<file path="src/rtl/ps2_pkg.sv">
// Shared constants for the PS/2 key controller: Set-2 scan codes, ASCII codes
// and the prefix FSM state encoding.
package ps2_pkg;

  localparam logic [7:0] SC_EXT    = 8'hE0;
  localparam logic [7:0] SC_BRK    = 8'hF0;
  localparam logic [7:0] SC_LSHIFT = 8'h12;
  localparam logic [7:0] SC_RSHIFT = 8'h59;
  localparam logic [7:0] SC_ENTER  = 8'h5A;
  localparam logic [7:0] SC_BKSP   = 8'h66;
  localparam logic [7:0] SC_SPACE  = 8'h29;

  localparam logic [7:0] SC_0 = 8'h45;
  localparam logic [7:0] SC_1 = 8'h16;
  localparam logic [7:0] SC_2 = 8'h1E;
  localparam logic [7:0] SC_3 = 8'h26;
  localparam logic [7:0] SC_4 = 8'h25;
  localparam logic [7:0] SC_5 = 8'h2E;
  localparam logic [7:0] SC_6 = 8'h36;
  localparam logic [7:0] SC_7 = 8'h3D;
  localparam logic [7:0] SC_8 = 8'h3E;
  localparam logic [7:0] SC_9 = 8'h46;
  localparam logic [7:0] SC_A = 8'h1C;
  localparam logic [7:0] SC_B = 8'h32;
  localparam logic [7:0] SC_C = 8'h21;
  localparam logic [7:0] SC_D = 8'h23;
  localparam logic [7:0] SC_E = 8'h24;
  localparam logic [7:0] SC_F = 8'h2B;

  localparam logic [7:0] ASC_0       = 8'h30;
  localparam logic [7:0] ASC_LOWER_A = 8'h61;
  localparam logic [7:0] ASC_UPPER_A = 8'h41;
  localparam logic [7:0] ASC_CR      = 8'h0D;
  localparam logic [7:0] ASC_BS      = 8'h08;
  localparam logic [7:0] ASC_SP      = 8'h20;

  typedef enum logic [1:0] {
    ST_IDLE,
    ST_EXT,
    ST_BRK,
    ST_EXT_BRK
  } ps2_state_e;

endpackage

</file>
<file path="src/rtl/ps2_char_fifo.sv">
// Synchronous character FIFO with full/empty flags; a push into a full FIFO
// is accepted when a pop happens in the same cycle.
module ps2_char_fifo #(
  parameter int DEPTH = 4
) (
  input  logic       clk,
  input  logic       rst_n,
  input  logic       push,
  input  logic [7:0] din,
  input  logic       pop,
  output logic [7:0] dout,
  output logic       full,
  output logic       empty
);

  localparam int AW = (DEPTH > 2) ? $clog2(DEPTH) : 1;

  logic [7:0]    mem_q [DEPTH];
  logic [AW-1:0] wr_ptr_q, wr_ptr_d;
  logic [AW-1:0] rd_ptr_q, rd_ptr_d;
  logic [AW:0]   count_q, count_d;
  logic          push_ok, pop_ok;

  assign empty = (count_q == '0);
  assign full  = (count_q == (AW+1)'(DEPTH));
  // Head reads as zero while empty so the output has a defined reset value.
  assign dout  = empty ? 8'h00 : mem_q[rd_ptr_q];

  always_comb begin
    pop_ok   = pop & ~empty;
    push_ok  = push & (~full | pop_ok);
    wr_ptr_d = wr_ptr_q;
    rd_ptr_d = rd_ptr_q;
    count_d  = count_q;
    if (push_ok) wr_ptr_d = wr_ptr_q + AW'(1);
    if (pop_ok)  rd_ptr_d = rd_ptr_q + AW'(1);
    case ({push_ok, pop_ok})
      2'b10:   count_d = count_q + (AW+1)'(1);
      2'b01:   count_d = count_q - (AW+1)'(1);
      default: count_d = count_q;
    endcase
  end

  always_ff @(posedge clk or negedge rst_n) begin
    if (!rst_n) begin
      wr_ptr_q <= '0;
      rd_ptr_q <= '0;
      count_q  <= '0;
    end else begin
      wr_ptr_q <= wr_ptr_d;
      rd_ptr_q <= rd_ptr_d;
      count_q  <= count_d;
    end
  end

  always_ff @(posedge clk) begin
    if (push_ok) mem_q[wr_ptr_q] <= din;
  end

endmodule

</file>
<file path="src/rtl/ps2_key_ctrl.sv">
// PS/2 Set-2 key sequencer: prefix tracking, shift state, hex-entry key
// translation to ASCII and a buffered valid/ready character stream.
module ps2_key_ctrl
  import ps2_pkg::*;
#(
  parameter int FIFO_DEPTH  = 4,
  parameter int TIMEOUT_CYC = 100000
) (
  input  logic       clk,
  input  logic       rst_n,
  input  logic [7:0] scan_code,
  input  logic       new_code,
  output logic       ev_valid,
  output logic [7:0] ev_char,
  input  logic       ev_ready,
  output logic       shift_active,
  output logic       ovf
);

  localparam int CNT_W = (TIMEOUT_CYC > 2) ? $clog2(TIMEOUT_CYC) : 1;

  ps2_state_e state_q, state_d;
  logic [CNT_W-1:0] cnt_q, cnt_d;
  logic new_code_q, new_code_d;
  logic lshift_q, lshift_d;
  logic rshift_q, rshift_d;
  logic ovf_q, ovf_d;
  logic byte_stb, is_make, is_brk, is_ext;
  logic [8:0] xlat;
  logic push, pop, fifo_full, fifo_empty;

  // Returns {hit, ascii}; hit is low for keys outside the hex-entry subset.
  function automatic logic [8:0] translate(input logic [7:0] code,
                                           input logic ext,
                                           input logic shift);
    logic [7:0] alpha;
    alpha     = shift ? ASC_UPPER_A : ASC_LOWER_A;
    translate = '0;
    if (ext) begin
      if (code == SC_ENTER) translate = {1'b1, ASC_CR};
    end else begin
      case (code)
        SC_0:     translate = {1'b1, ASC_0};
        SC_1:     translate = {1'b1, ASC_0 + 8'd1};
        SC_2:     translate = {1'b1, ASC_0 + 8'd2};
        SC_3:     translate = {1'b1, ASC_0 + 8'd3};
        SC_4:     translate = {1'b1, ASC_0 + 8'd4};
        SC_5:     translate = {1'b1, ASC_0 + 8'd5};
        SC_6:     translate = {1'b1, ASC_0 + 8'd6};
        SC_7:     translate = {1'b1, ASC_0 + 8'd7};
        SC_8:     translate = {1'b1, ASC_0 + 8'd8};
        SC_9:     translate = {1'b1, ASC_0 + 8'd9};
        SC_A:     translate = {1'b1, alpha};
        SC_B:     translate = {1'b1, alpha + 8'd1};
        SC_C:     translate = {1'b1, alpha + 8'd2};
        SC_D:     translate = {1'b1, alpha + 8'd3};
        SC_E:     translate = {1'b1, alpha + 8'd4};
        SC_F:     translate = {1'b1, alpha + 8'd5};
        SC_ENTER: translate = {1'b1, ASC_CR};
        SC_BKSP:  translate = {1'b1, ASC_BS};
        SC_SPACE: translate = {1'b1, ASC_SP};
        default:  translate = '0;
      endcase
    end
  endfunction

  always_comb begin
    byte_stb   = new_code & ~new_code_q;
    new_code_d = new_code;
    state_d    = state_q;
    cnt_d      = cnt_q;
    lshift_d   = lshift_q;
    rshift_d   = rshift_q;
    is_make    = 1'b0;
    is_brk     = 1'b0;
    is_ext     = 1'b0;

    if (byte_stb) begin
      cnt_d = '0;
      case (state_q)
        ST_IDLE: begin
          if (scan_code == SC_EXT)      state_d = ST_EXT;
          else if (scan_code == SC_BRK) state_d = ST_BRK;
          else                          is_make = 1'b1;
        end
        ST_EXT: begin
          if (scan_code == SC_BRK) state_d = ST_EXT_BRK;
          else begin
            is_make = 1'b1;
            is_ext  = 1'b1;
            state_d = ST_IDLE;
          end
        end
        ST_BRK: begin
          is_brk  = 1'b1;
          state_d = ST_IDLE;
        end
        ST_EXT_BRK: begin
          is_brk  = 1'b1;
          is_ext  = 1'b1;
          state_d = ST_IDLE;
        end
      endcase
    end else if (state_q == ST_IDLE) begin
      cnt_d = '0;
    end else if (cnt_q == CNT_W'(TIMEOUT_CYC - 1)) begin
      // A stalled prefix is dropped so the next byte is decoded from scratch.
      state_d = ST_IDLE;
      cnt_d   = '0;
    end else begin
      cnt_d = cnt_q + CNT_W'(1);
    end

    if (!is_ext) begin
      if (scan_code == SC_LSHIFT) begin
        if (is_make) lshift_d = 1'b1;
        if (is_brk)  lshift_d = 1'b0;
      end
      if (scan_code == SC_RSHIFT) begin
        if (is_make) rshift_d = 1'b1;
        if (is_brk)  rshift_d = 1'b0;
      end
    end

    xlat  = translate(scan_code, is_ext, lshift_q | rshift_q);
    push  = is_make & xlat[8];
    pop   = ev_valid & ev_ready;
    ovf_d = ovf_q | (push & fifo_full & ~pop);
  end

  always_ff @(posedge clk or negedge rst_n) begin
    if (!rst_n) begin
      state_q    <= ST_IDLE;
      cnt_q      <= '0;
      new_code_q <= 1'b0;
      lshift_q   <= 1'b0;
      rshift_q   <= 1'b0;
      ovf_q      <= 1'b0;
    end else begin
      state_q    <= state_d;
      cnt_q      <= cnt_d;
      new_code_q <= new_code_d;
      lshift_q   <= lshift_d;
      rshift_q   <= rshift_d;
      ovf_q      <= ovf_d;
    end
  end

  ps2_char_fifo #(
    .DEPTH (FIFO_DEPTH)
  ) u_fifo (
    .clk   (clk),
    .rst_n (rst_n),
    .push  (push),
    .din   (xlat[7:0]),
    .pop   (pop),
    .dout  (ev_char),
    .full  (fifo_full),
    .empty (fifo_empty)
  );

  assign ev_valid     = ~fifo_empty;
  assign shift_active = lshift_q | rshift_q;
  assign ovf          = ovf_q;

endmodule

</file>
<file path="config.mk">
export PLATFORM = sky130hd
export DESIGN_NAME = ps2_key_ctrl
export DESIGN_NICKNAME = d
export VERILOG_FILES = /design/src/rtl/ps2_pkg.sv /design/src/rtl/ps2_char_fifo.sv /design/src/rtl/ps2_key_ctrl.sv
export SDC_FILE = /design/constraint.sdc
export NUM_CORES = 1
export LEC_CHECK = 0
export BUFFER_PORTS_ARGS = -buffer_cell sky130_fd_sc_hd__buf_2
export CORE_MARGIN = 2
export CORE_UTILIZATION = 59
export CTS_CLUSTER_DIAMETER = 120
export CTS_CLUSTER_SIZE = 28
export DETAILED_ROUTE_END_ITERATION = 8
export PLACE_DENSITY = 0.76
export SYNTH_ARGS = -nofsm -noshare
export SYNTH_HDL_FRONTEND = slang
export SYNTH_SLANG_ARGS = --single-unit
export TNS_END_PERCENT = 1
</file>
<file path="constraint.sdc">
create_clock -name clk -period 2.8 [get_ports clk]
set_input_delay 0 -clock clk [delete_from_list [all_inputs] [get_ports clk]]
set_output_delay 0 -clock clk [all_outputs]
set_load 0.02 [all_outputs]
</file>
Word level (Yosys, flattened, before mapping)
Memory sizes are Yosys's and may differ from the RTL's.
Cells that the tools add are included.

word-level totals
  bits in registers = 30
  RAM bits = 32
  bits of input ports = 12
  output and inout bits = 11
  word-level logic and storage cells = 104
  memories kept = 1

memory list
  memory        depth  width  rd ports  clocked after Yosys merged registers in  wr ports  RTL line             RTL
  u_fifo.mem_q  4      8      1         0                                        1         ps2_char_fifo.sv:18  logic [7:0] mem_q [DEPTH];

cells by class
  add/sub/neg operators = 10
  equality and inequality tests = 32
  muxes and demuxes = 28
  bitwise gates (word level) = 15
  reductions and logical operators = 9

operators with widths
  kind                     count
  $pmux W9 S19             1
  $eq A8 B6 Y1 const B     12
  $mux W17                 3
  $eq A8 B7 Y1 const B     5
  $eq A8 B5 Y1 const B     4
  $mux W9                  2
  $add A17 B1 Y17 const B  1
  $eq A17 B17 Y1 const B   1
  $add A7 B2 Y8 const B    2
  $add A7 B3 Y8 const B    2
  $eq A8 B8 Y1 const B     2
  $mux W2                  6
  $mux W1                  10
  $reduce_and A3 Y1        3
  $add A7 B1 Y8 const B    1
  $mux W8                  1
  $and A1 B1 Y1            7
  $eq A2 B2 Y1 const B     3
  $mux W6                  1
  $pmux W2 S3              1
  $pmux W3 S2              1
  $reduce_bool A2 Y1       3
  $not A1 Y1               5
  $add A2 B1 Y2 const B    2
  other kinds (11)         15

Depth between registers and ports, before layout
  word-level depth = 9
  gate-level depth with buffers = 14
  depth with buffers taken out = 12

By module
Synthesis repeated with hierarchy kept, for this count alone.

second synthesis, totals
  cell total of the unflattened synthesis = 296
  area, all modules = 3399.5 sq um

by module, submodules not included
  module         times used  cells each  area an instance (sq um)  sequential area each (sq um)
  ps2_key_ctrl   1           206         1754.2                    575.6
  ps2_char_fifo  1           90          1645.3                    1136.1

Worst setup path after synthesis
No wires, ideal clock.

  kind = input port to flip-flop
  from = input scan_code[4]
  to = register u_fifo.count_q[1]
  library setup time = 0.087 ns
  arrival time = 2.556 ns
  data required time = 2.713 ns
  slack = 0.157 ns
  cell stages on the path = 13
  path buffers = 2
  cell sequence = buf_4 -> nor4b_2 -> and3b_1 -> nand3_1 -> ha_1 -> o311a_1 -> a21oi_2 -> buf_6 -> nor2_1 -> fa_1 -> o211ai_1 -> mux2_1 -> o211ai_1

between the ends
  cells in the longest elaborated chain, start to end = 9
  elaborated cells on any way between the ends = 36
  those cells by class = eq/ne: 23; mux: 10; bitwise: 2; reduce/logical: 1

RTL lines
  element                                       RTL line                                RTL
  from (decl)                                   ps2_key_ctrl.sv:11                      input logic [7:0] scan_code,
  $eq A8 B8 Y1                                  ps2_key_ctrl.sv:83, ps2_key_ctrl.sv:87
  $mux W1                                       ps2_key_ctrl.sv:83, ps2_key_ctrl.sv:87
  $mux W1 or $pmux W1 S2 (tied branches)        ps2_key_ctrl.sv:82, ps2_key_ctrl.sv:80
  $pmux W1 S2 or $mux W1 (tied branches)        ps2_key_ctrl.sv:80, ps2_key_ctrl.sv:78
  $mux W1 or $mux W9 (tied branches)            ps2_key_ctrl.sv:78, ps2_key_ctrl.sv:39
  $and A1 B1 Y1 *                               ps2_key_ctrl.sv:126                     push = is_make & xlat[8];
  $and A1 B1 Y1 *                               ps2_char_fifo.sv:31                     push_ok = push & (~full | pop_ok);
  $eq A2 B1 Y1 or $eq A2 B2 Y1 (tied branches)  ps2_char_fifo.sv:37                     case ({push_ok, pop_ok})
  $pmux W3 S2 *                                 ps2_char_fifo.sv:37
  named net u_fifo.count_d[1]                   ps2_char_fifo.sv:21                     logic [AW:0] count_q, count_d;
  to (signal assigned)                          ps2_char_fifo.sv:52                     count_q <= count_d;
  to (decl)                                     ps2_char_fifo.sv:21

Mark *: on every way through the listed nets, which the timed path passes. The rest lies on a longest branch.
A chain may end at the register's enable or synchronous reset.

Worst setup path in the final report
  from = register state_q[1]
  to = register u_fifo.count_q[1]

between the ends
  cells in the longest elaborated chain, start to end = 8
  elaborated cells on any way between the ends = 14
  those cells by class = eq/ne: 4; mux: 6; bitwise: 2; reduce/logical: 2

RTL lines
  element                                       RTL line             RTL
  from (decl)                                   ps2_key_ctrl.sv:22   ps2_state_e state_q, state_d;
  from (signal assigned)                        ps2_key_ctrl.sv:140  state_q <= state_d;
  $eq A2 B2 Y1 or $eq A2 B1 Y1 (tied branches)  ps2_key_ctrl.sv:80   case (state_q)
  $pmux W1 S2                                   ps2_key_ctrl.sv:80
  $mux W1                                       ps2_key_ctrl.sv:78   if (byte_stb) begin
  $mux W9                                       ps2_key_ctrl.sv:39   if (ext) begin
  $and A1 B1 Y1 *                               ps2_key_ctrl.sv:126
  $and A1 B1 Y1 *                               ps2_char_fifo.sv:31
  $eq A2 B1 Y1 or $eq A2 B2 Y1 (tied branches)  ps2_char_fifo.sv:37
  $pmux W3 S2 *                                 ps2_char_fifo.sv:37
  named net u_fifo.count_d[1]                   ps2_char_fifo.sv:21

Marks and branches as above.

==> summary.md <==
| Metric | Value |
|---|---|
| Worst path bufs/invs | 0 |
| Count leader, synth | nor2_1 |
| Power share of the clock group | 27.4% |
| Period minus WS final | 2.54 ns |
| Tcrit/Tclk final | 90.7% |
| R2R Path Start | state_q[1] |
| Levels on crit path | 10 |
| Seq/Total Area, Yosys | 48.4% |
| Startpoint of the worst hold path | ev_ready |
| Setup crit end | u_fifo.count_q[1] |
| Compound-Gate Fraction of Synth Area | 8.17% |
| Combinational share of power | 28.3% |
| Slew of the pin with the lowest slew margin | 0.668 ns |
| Cells along the critical path | nor2b_2, a41oi_4, nand2b_4, nor4b_4, a21oi_2, nor2_1, fa_1, and2_1, a31oi_1, o211ai_1 |
| Tot Pwr | 0.00242 W |
| Seq pwr share | 44.3% |
| Top delay family on crit path | simple AND/OR/NAND/NOR gates |
| Post-synthesis xor/xnor area fraction | 5.86% |
| Crit-path slowest cell | fa_1 |
| Post-synthesis sequential element count | 58 |
| CP Data Required Time | 3.01 ns |
| First-pass GRT wire length | 10.8 mm |
| Pwr/cell area | 671 nW/um^2 |
| Post-synth top cells | nor2_1, dfrtp_1, edfxtp_1, nand2_1 |
| # H-tree levels | 3 |
| Inserted Clock Buffers | 9 |
| Clk_lat worst skew | 0.33 ns |
| # IOs | 23 |
| Switching power | 0.000793 W |
| Internal power | 0.00163 W |
| CP peak stage delay | 0.47 ns |
| TNS Setup | 0 ns |
| R2R setup slack | 0.26 ns |
| Rows | 27 |
| Switch share | 32.7% |
| Hold WS | 0.0321 ns |
| Fraction of the mapped netlist area in adder cells | 3.27% |
| Synth top area share | 25.6% |
| Vias in the first global route | 2,278 |
| Wire length per cell | 15.0 um |
| Pins Over Slew Limit | 0 |
| Unique masters post-synth | 57 |
| Reg2reg end | u_fifo.count_q[1] |
| Syn Inst Count | 303 |
| Outcome | complete, no violations |
| Initial Util | 60.5% |
| Final setup viols | 0 |
| RSZ-0062 raised after global routing | no |
| Final Routed Wirelength | 6.02 mm |
| GRT overflow | 0 |
| Buffers on Ports | 21 |
| Initial DRC Count | 161 |
| Crit. Startpoint | state_q[1] |
| Worst IR Drop VDD | 0.433 mV |
| Number of flops mapped to enable cells by yosys | 28 |
| Fill count | 444 |
| Nets | 344 |
| Hpwl dp | 4.31 mm |
| Vias/cell | 5.67 |
| Final Instance Count excl. Fillers | 401 |
| Worst hold-check path type | primary input to register |
| Initial antenna violation count | 0 |
| Vias | 2,275 |
| Total GRT Usage | 22.5% |
| Die ar. | 6190 sq um |
| WS Path Type | register to register |
| Combinational family with the most area after synthesis | simple AND/OR/NAND/NOR gates |
| Worst Reg2Reg Path Length in Cells | 10 |
| Clk slew on worst S/H paths | 0.07 ns |
| Synth Area in Simple Gates | 23.0% |
| Post-synth ARST share | 51.7% |
| Clk sinks | 58 |
| Finished Cell Area | 3610 sq um |
| Syn_area_per_cell | 10.9 sq um |
| Final Hold Viols | 0 |
| Area after DPL | 3420 sq um |
| CTS Buffer Depth | 2 |
| Slew HR | 55.5% |
| Synthesized area | 3290 sq um |
| Static leakage | 1.41 nW |
| Share of layout cells above drive strength 1 | 18.8% |
| Worst Path Arrival | 2.75 ns |
| Root buf cell | clkbuf_8 |
| P&R area growth vs syn | 9.77% |
| Largest area contributor in the netlist | edfxtp_1 |
| Setup Skew | 0.00865 ns |
| Syn nets | 323 |
| Crit start category | register |
| Remaining antenna violation count after routing | 0 |
| Placed insts | 383 |
| Antenna diodes | 0 |
| CP max FO | 6 |
| Synth Flop Type | dfrtp_1 |
| Largest net degree at the start of global routing | 31 |
| Max-capacitance violation count | 0 |
| Yosys synthesis warning count | 0 |
| Area of the core | 5440 sq um |
| Die Span X | 78.7 um |
| # DRC | 0 |
| Die Span Y | 78.7 um |
| Mux contribution to synthesized area | 7.07% |
| CTS tree | yes |
| Top cells by area, synth | edfxtp_1, dfrtp_1, mux4_2 |
| CP Capture Type | register |
| Placer Congestion | 0.904 |
| Drt first pass iters | 4 |
| Fmax achieved | 394 MHz |
==> layout by cell type (no fill, tap or decap), drive strengths merged, types with 2 or more instances in the layout <==
master       count
nor2            42
dfrtp           30
edfxtp          28
buf             25
nand2           21
and2            15
nand3           15
xnor2           12
inv             12
clkbuf          11
xor2            10
mux4             7
ha               7
nand2b           7
o211ai           7
o21ai            6
a21oi            6
nand4            5
nor2b            5
a31oi            4
mux2             4
nor4b            4
nor3             3
or2              3
o22ai            3
nor4bb           3
mux2i            3
clkinv           3
and3             3
a21o             2
nor4             2
o32ai            2
dlygate4sd3      2
a41oi            2
==> area by class of cell <==
type / instances / area, sq um / area share (%)
well taps: 72 / 90.1 / 2.49
multi-input cells: 217 / 1560 / 43.3
clock buffers: 11 / 141 / 3.91
inverters: 11 / 41.3 / 1.14
repair buffers: 27 / 155 / 4.30
flip-flops and latches: 58 / 1590 / 44.1
clock inverters: 5 / 28.8 / 0.797
==> per-layer routing <==
layer  vias up  wire length, um  GRT usage [%]
li1       1117                -              -
met1      1093             2900           30.6
met2        54             2760           35.7
met3        11              254           4.14
met4         0              104           9.47
met5         -                0              0
==> stage by stage <==
step                      setup slack [ns]  util [%]
after global placement               0.240      62.9
after global routing                0.0320      66.4
final                                0.262      66.4
after detailed placement             0.111      62.9
after floorplan                      0.157         -
after CTS                            0.204      66.4
==> kinds of logic (layout without fill, tap and decap cells) <==
| logic type | count (synthesis) | count (layout) |
|---|---|---|
| DFF | 58 | 58 |
| and+or+nand+nor | 137 | 137 |
| other | 1 | 1 |
| AOI/OAI and AO/OA | 35 | 35 |
| buffers and inverters | 28 | 54 |
| adders and majority gates | 8 | 8 |
| muxes | 14 | 14 |
| xor gates and xnor gates | 22 | 22 |
==> power by group through the flow <==
stage,clock [W],sequential (W),combinational [W]
floorplan,0,0.00101,0.000587
global placement,0,0.00109,0.000663
detailed placement,0,0.00109,0.000688
CTS,0.000678,0.00108,0.000692
global route,0.000713,0.00110,0.000759
finish,0.000664,0.00107,0.000685
==> registers in the layout, indices dropped and copies added (netlist names) <==
signal and flops:
u_fifo.mem_q 28, cnt_q 17, u_fifo.count_q 3, state_q 2, u_fifo.rd_ptr_q 2, u_fifo.wr_ptr_q 2, lshift_q 1, new_code_q 1
ovf 1, rshift_q 1
==> worst min path at each step <==
stage / end / slack [ns] / cells past startpoint
3_5_place_dp: cnt_q[3] / 0.07 / 1
3_3_place_gp: cnt_q[2] / 0.07 / 1
5_1_grt: u_fifo.count_q[0] / 0.06 / 2
2_1_floorplan: cnt_q[0] / -0.30 / 0
4_1_cts: u_fifo.count_q[1] / 0.02 / 2
6_report: u_fifo.count_q[1] / 0.03 / 2
==> timing repair <==
action | in CTS | in global routing
resized for setup | 0 | 1
buffers inserted | 0 | 0
endpoints found under the hold margin | 31 | 0
hold buffers | 2 | 0
endpoints found under the setup margin | 0 | 2
Power figures use the tool's default switching activity.
